**src/rtl/rf_port_arbiter.sv**
```systemverilog
// rf_port_arbiter: clears the register file after reset or on request, then
// shares its write port and read port 1 between two valid/ready requesters
// with a one-bit round-robin pointer.
//
// state   | meaning
// --------+-----------------------------------------------
// S_CLEAR | writing zero to address cnt, one per cycle
// S_RUN   | arbitrating requester accesses
module rf_port_arbiter #(
  parameter int NREG = 32,
  parameter int AW   = 5,
  parameter int DW   = 32
) (
  input  logic          cu_clk,
  input  logic          btn_reset,
  input  logic          clr_req,
  input  logic          req0_valid,
  input  logic          req0_we,
  input  logic [AW-1:0] req0_addr,
  input  logic [DW-1:0] req0_wd,
  output logic          req0_ready,
  output logic          rsp0_valid,
  output logic [DW-1:0] rsp0_rd,
  input  logic          req1_valid,
  input  logic          req1_we,
  input  logic [AW-1:0] req1_addr,
  input  logic [DW-1:0] req1_wd,
  output logic          req1_ready,
  output logic          rsp1_valid,
  output logic [DW-1:0] rsp1_rd,
  output logic          rf_we,
  output logic [AW-1:0] rf_wa,
  output logic [DW-1:0] rf_wd,
  output logic [AW-1:0] rf_ra1,
  input  logic [DW-1:0] rf_rd1,
  output logic          busy
);

  typedef enum logic {S_CLEAR = 1'b0, S_RUN = 1'b1} state_t;

  state_t        state, state_n;
  logic [AW-1:0] cnt, cnt_n;
  logic          ptr, ptr_n;
  logic          grant0, grant1;

  // State register: reset always restarts a full clear from address 0
  always_ff @(posedge cu_clk) begin
    if (!btn_reset) begin
      state <= S_CLEAR;
      cnt   <= '0;
      ptr   <= 1'b0;
    end else begin
      state <= state_n;
      cnt   <= cnt_n;
      ptr   <= ptr_n;
    end
  end

  // Next-state: advance the clear sweep, or hand the pointer to the loser
  always_comb begin
    state_n = state;
    cnt_n   = cnt;
    ptr_n   = ptr;
    case (state)
      S_CLEAR: begin
        if (cnt == AW'(NREG - 1)) begin
          state_n = S_RUN;
          cnt_n   = '0;
        end else begin
          cnt_n = cnt + 1'b1;
        end
      end
      S_RUN: begin
        if (clr_req) begin
          state_n = S_CLEAR;
          cnt_n   = '0;
        end else if (grant0) begin
          ptr_n = 1'b1;
        end else if (grant1) begin
          ptr_n = 1'b0;
        end
      end
      default: state_n = S_CLEAR;
    endcase
  end

  // Outputs: grants and register-file port drive; idle ports follow requester ptr
  always_comb begin
    grant0 = 1'b0;
    grant1 = 1'b0;
    busy   = 1'b0;
    rf_we  = 1'b0;
    rf_wa  = ptr ? req1_addr : req0_addr;
    rf_wd  = ptr ? req1_wd   : req0_wd;
    rf_ra1 = ptr ? req1_addr : req0_addr;
    if (btn_reset) begin
      case (state)
        S_CLEAR: begin
          busy  = 1'b1;
          rf_we = 1'b1;
          rf_wa = cnt;
          rf_wd = '0;
        end
        S_RUN: begin
          if (!clr_req) begin
            if (req0_valid && (!req1_valid || !ptr)) grant0 = 1'b1;
            else if (req1_valid)                     grant1 = 1'b1;
          end
          if (grant0) begin
            rf_we  = req0_we;
            rf_wa  = req0_addr;
            rf_wd  = req0_wd;
            rf_ra1 = req0_addr;
          end else if (grant1) begin
            rf_we  = req1_we;
            rf_wa  = req1_addr;
            rf_wd  = req1_wd;
            rf_ra1 = req1_addr;
          end
        end
        default: busy = 1'b0;
      endcase
    end
  end

  assign req0_ready = grant0;
  assign req1_ready = grant1;

  // Read responses: capture rf_rd1 on a read grant, pulse valid for one cycle
  always_ff @(posedge cu_clk) begin
    if (!btn_reset) begin
      rsp0_valid <= 1'b0;
      rsp1_valid <= 1'b0;
      rsp0_rd    <= '0;
      rsp1_rd    <= '0;
    end else begin
      rsp0_valid <= grant0 && !req0_we;
      rsp1_valid <= grant1 && !req1_we;
      if (grant0 && !req0_we) rsp0_rd <= rf_rd1;
      if (grant1 && !req1_we) rsp1_rd <= rf_rd1;
    end
  end

endmodule

```
**config.mk**
```make
export PLATFORM = sky130hd
export DESIGN_NAME = rf_port_arbiter
export DESIGN_NICKNAME = d
export VERILOG_FILES = /design/src/rtl/rf_port_arbiter.sv
export SDC_FILE = /design/constraint.sdc
export NUM_CORES = 1
export LEC_CHECK = 0
export BUFFER_PORTS_ARGS = -buffer_cell sky130_fd_sc_hd__buf_2
export CAP_MARGIN = 20
export CORE_ASPECT_RATIO = 2
export CORE_MARGIN = 2
export CORE_UTILIZATION = 48
export DETAILED_ROUTE_END_ITERATION = 10
export GPL_TIMING_DRIVEN = 0
export PLACE_DENSITY = 0.93
export SYNTH_ARGS = -nofsm -noshare
export SYNTH_HDL_FRONTEND = slang
export SYNTH_SLANG_ARGS = --single-unit
```
**constraint.sdc**
```tcl
create_clock -name cu_clk -period 2.2 [get_ports cu_clk]
set_input_delay 0.11 -clock cu_clk [delete_from_list [all_inputs] [get_ports cu_clk]]
set_output_delay 0.11 -clock cu_clk [all_outputs]
set_load 0.005 [all_outputs]
```
==> results.cfg, run 1 <==
[synthesis]
async_flop_share = 0
synth_edf_count = 0
ys_seq_area_frac = 0.294
yosys_warnings = 0
syn_area_um2 = 4970
synth.net_count = 826
ys_types = 42
syn_inst = 711
avgSynthCellArea_um2 = 6.99
yosys_register_bits = 73
synthFlopType = dfxtp_1

[global_route]
first_global_vias = 5867
grt_use_total = 0.291
overflow = 0
antenna_found_initial = 1
grt_max_degree = 14
grt_pass1_wl_um = 27200

[finish]
synthToLayoutAreaGrowth_pct = 33.1
multiInputGateArea_um2 = 3180
n_fill_cell = 916
layout.area.seq_um2 = 1460
nets = 1061
final_util = 0.656
drive_gt1_frac = 0.306

[die]
chipHeight_um = 148
ios = 225
initial_core_util = 0.493
die-area_um2 = 11200
die_width_um = 75.9
num_rows = 52
core_um2 = 10100

[power]
leakagePower_nw = 2.88
vdd_ir_drop_max_v = 0.000378
power_w = 0.00323
power_density_nw_per_um2 = 488

[clocking]
cts.sinks = 73
h-tree-depth = 3
cts_tree = yes
cts-root-buf = clkbuf_16
numCtsBuffers = 9
clk_pin_slew_ps = 60
insertion_delay_ps = 330
clockBufferDepth = 2

[timing]
finalHoldViolCount = 0
relSlewSlack = 0.632
tightest_slew_ps = 552
fmaxAchievable_ghz = 0.467
fin_crit_ps = 2140
timing.final.crit_share = 0.972
setup_viol = 0
drv_slew = 0
finalClockSkew_ps = 4.69

[critical_path]
required_ps = 2090
crit_chain = buf_4 -> clkbuf_4 -> nor4_4 -> a21oi_1 -> a221o_1 -> buf_2
endpoint_kind = output port
path_max_fanout = 10
slowest_delay_ps = 440
arrival_ps = 2030
worstSetupPathType = flip-flop to output port
critPathSlowestCell = nor4_4
r2r_slack_ps = 180
start_kind = flip-flop

[route]
vias_per_cell = 5.74
wl_met2_um = 9560
wl_met3_um = 1080
ant_nets = 0
remaining_drc_errors = 0
vias = 6241
drtIter0Drc = 278
top_layer = met4
drtPass1Iterations = 8
routedWlPerCell_um = 16.1
wl_met1_um = 6150
drt_wl_total_um = 17600

[placement]
placement.io_buffers = 222
place_hpwl_um = 13600
place_congestion = 0.962

[hold_path]
hold_class = primary input to flip-flop

[outcome]
status = complete, no violations

[run]
maxCapViolations = 0
-- cell families after synthesis --
kind of cell | share of synthesized area
buffers and inverters | 0.0715
muxes | 0.00201
and+or+nand+nor | 0.226
DFF | 0.294
AOI/OAI and AO/OA | 0.402
adders and majority gates | 0.00504
-- worst max-delay path, delay by kind of cell, from the launching register on --
kind,cells,cell delay [ps]
buffers and inverters,3,530
AND/OR/NAND/NOR,1,440
AO/OA/AOI/OAI,2,380
flip-flops,1,350
-- power breakdown --
part	internal (W)	switching (W)	total, W
Combinational	0.000249	0.000315	0.000564
Sequential	0.00133	0.00000732	0.00133
Clock	0.000765	0.000565	0.00133
-- final timing paths --
| check | depth (start not counted) | to | startpoint |
|---|---|---|---|
| setup / recovery | 6 | rf_ra1[4] | ptr |
| hold / removal | 3 | rsp1_rd[7] | rf_rd1[7] |
| setup reg to reg | 6 | cnt[2] | cnt[0] |
| hold reg to reg | 2 | rsp1_rd[2] | rsp1_rd[2] |
-- flip-flops by register name, indices dropped and copies added (netlist names) --
| name | count |
|---|---|
| rsp0_rd | 32 |
| rsp1_rd | 32 |
| cnt | 5 |
| ptr | 1 |
| rsp0_valid | 1 |
| rsp1_valid | 1 |
| state | 1 |
-- placed cells by master (no fill, tap or decap), types with 2 or more instances in the layout --
cell type   synthesis  final
a211oi_1           36     36
a21boi_0           54     54
a21boi_1           46     46
a21oi_1            81     81
a221o_1             4      4
a31oi_1             6      6
and3_1              2      2
buf_1               4      3
buf_2               9    230
buf_4               0      4
buf_6               8      8
clkbuf_1           48     29
clkbuf_16           0      9
clkbuf_2            0     14
clkbuf_4            0      6
clkinv_2            1      3
clkinv_4            1      2
clkinvlp_4          0      3
dfxtp_1            73     73
ha_1                2      2
inv_1               3      2
nand2_1           178    177
nand2b_1           41     41
nand3_1             2      2
nand3b_1            2      2
nor2_1              8      7
nor2b_1             5      4
o21ai_0            46     46
o22ai_1            33     33
-- cell usage after synthesis (all sizes together) (2+ instances only) --
cell	number	area, um2
nand3b	3	35.0
nand2	178	668
a221o	4	40.0
a31oi	6	37.5
nand2b	42	270
nor2b	5	31.3
nor2	8	30.0
buf	21	150
a21boi	100	751
o21ai	46	230
clkinv	2	13.8
and3	2	12.5
clkbuf	48	180
ha	2	25.0
a21oi	81	405
o22ai	33	206
nand3	2	10.0
dfxtp	73	1460
a211oi	36	270
inv	3	11.3
-- metal layers --
layer	up-vias	GRT usage
li1	2982	-
met1	2855	0.285
met2	331	0.576
met3	73	0.0336
met4	0	0.167
met5	-	0
-- area by class of cell --
class | count | area share
repair buffers | 224 | 0.170
diodes | 1 | 0.000378
clock inverters | 6 | 0.00643
flip-flops and latches | 73 | 0.221
inverters | 5 | 0.00435
well taps | 135 | 0.0255
multi-input cells | 564 | 0.481
plain buffers | 69 | 0.0569
clock buffers | 10 | 0.0346
-- repair_timing --
item                       in CTS  in global routing
setup endpoints to repair      42                 42
hold buffers                    0                  0
resized for setup              16                 35
setup buffers                   0                  2
-- metrics by stage --
| stage | setup WS [ps] | std cells | setup TNS, ps | instance area [um2] | hold slack, ps |
|---|---|---|---|---|---|
| after global routing | -7.77 | 1087 | -9.75 | 6620 | 29.8 |
| final | 60.8 | 1087 | 0 | 6620 | 23.7 |
| after global placement | 60.5 | 1068 | 0 | 6250 | 362 |
| after floorplan | 331 | 711 | 0 | 4970 | 245 |
| after detailed placement | 23.1 | 1068 | 0 | 6250 | 368 |
| after CTS | -10.6 | 1084 | -18.6 | 6550 | 22.5 |
Note: power is estimated with default switching activity, not from simulation.
==> inputs of run 2 (changes only) <==
- CORE_UTILIZATION: 48 -> 43
- GPL_TIMING_DRIVEN: 0 -> 1
- PLACE_DENSITY: 0.93 -> 0.89
- clock period: 2.2 -> 1.8 ns (I/O delays scaled with it)
==> results.cfg, run 2 (synthesized netlist as in run 1, its figures left out) <==
[outcome]
status = finished with violations
failed_checks = setup timing

[die]
num_rows = 55
chipHeight_um = 156
ios = 225
die_width_um = 80.0
initial_core_util = 0.440
die-area_um2 = 12500
core_um2 = 11300

[timing]
fmaxAchievable_ghz = 0.548
fin_crit_ps = 1820
rsz0062_at_grt = yes
finalClockSkew_ps = 8.08
finalSetupTns_ps = -58.4
setup_viol = 6
timing.final.crit_share = 1.01
tightest_slew_ps = 538
fin_ws_ps = -24.6
relSlewSlack = 0.641
finalHoldViolCount = 0
drv_slew = 0

[clocking]
clk_pin_slew_ps = 60
cts_tree = yes
insertion_delay_ps = 320
cts-root-buf = clkbuf_16
cts.sinks = 73
clockBufferDepth = 2
h-tree-depth = 3
numCtsBuffers = 9

[critical_path]
slowest_delay_ps = 390
start_kind = flip-flop
path_max_fanout = 7
crit_chain = buf_12 -> buf_8 -> nand2b_4 -> a21oi_2 -> a211oi_2 -> o22ai_1 -> buf_2
cp_top_family = compound AO/OA/AOI/OAI gates
path_buf_inv = 3
arrival_ps = 1730
required_ps = 1710
worstSetupPathType = flip-flop to output port
endpoint_kind = output port
critPathSlowestCell = dfxtp_4

[placement]
placement.io_buffers = 224
pre_cts_ws_ps = -16.6
place_hpwl_um = 11500
dp_cells = 1034
place_congestion = 0.894

[route]
ant_nets = 0
remaining_drc_errors = 0
routedWlPerCell_um = 16.8
drt_wl_total_um = 18000
drtPass1Iterations = 5
vias = 6253
vias_per_cell = 5.85
drtIter0Drc = 321

[finish]
synthToLayoutAreaGrowth_pct = 44.7
final_common_cell = buf_2
drive_gt1_frac = 0.381
layout_common_cells = buf_2 (225), nand2_1 (175), a21oi_1 (70), dfxtp_1 (70), a21boi_1 (51)
fin_cells = 1069
nets = 1036
reg.largest.list = rsp0_rd: 32 flops, rsp1_rd: 32 flops, cnt: 5 flops

[global_route]
grt_use_total = 0.253
overflow = 0
grt_max_degree = 73
antenna_found_initial = 1
first_global_vias = 5707
grt_pass1_wl_um = 25900

[run]
maxCapViolations = 0

[power]
vdd_ir_drop_max_v = 0.000575
leakagePower_nw = 3.06
power_density_nw_per_um2 = 605

[hold_path]
hold_class = primary input to flip-flop
[run 2: final cells by class]
class | instances | area, um2
Sequential cell | 73 | 1470
Fill cell | 980 | 4100
Timing Repair inverter | 1 | 8.76
Tap cell | 142 | 178
Multi-Input combinational cell | 564 | 3480
Clock inverter | 7 | 103
Inverter | 5 | 55.1
Timing Repair Buffer | 267 | 1670
Antenna cell | 1 | 2.50
Clock buffer | 9 | 225
[run 2: path summary, 6_finish.rpt]
kind	endpoint	slack, ps	cells past startpoint	start
hold reg to reg	rsp1_rd[29]	450	2	rsp1_rd[29]
setup / recovery	rf_wd[24]	-20	7	ptr
hold / removal	rsp1_rd[11]	10	3	rf_rd1[11]
setup reg to reg	cnt[2]	50	6	cnt[1]
[run 2: tightest hold or removal path, cell delays in order]
cell and delay [ps]:
buf_2 110, nand2_1 50, a21boi_1 50
[run 2: per-layer routing]
metal,GRT usage,share of wire,vias up
li1,-,-,2931
met1,0.253,0.33,2927
met5,0,0,-
met4,0.142,0.049,0
met2,0.474,0.55,323
met3,0.0440,0.064,72
[run 2: stage by stage]
step	util	power, W	cell area [um2]	hold WS [ps]
after CTS	0.597	0.00428	6730	0.476
after global placement	0.549	0.00232	6190	342
after global routing	0.637	0.00452	7190	13.5
after floorplan	-	0.00202	4970	225
final	0.637	0.00435	7190	11.9
after detailed placement	0.549	0.00233	6190	346
[run 2: repair_timing]
action | 4_1_cts | 5_1_grt
endpoints found under the hold margin | 1 | 0
buffers inserted | 5 | 6
pin swaps | 16 | 41
setup endpoints to repair | 43 | 49
resized for setup | 25 | 90
gates cloned | 3 | 3
hold buffers | 1 | 0
[run 2: power breakdown]
| part | internal (W) | switching [W] |
|---|---|---|
| Clock | 0.00123 | 0.000707 |
| Combinational | 0.000359 | 0.000429 |
| Sequential | 0.00162 | 0.00000680 |
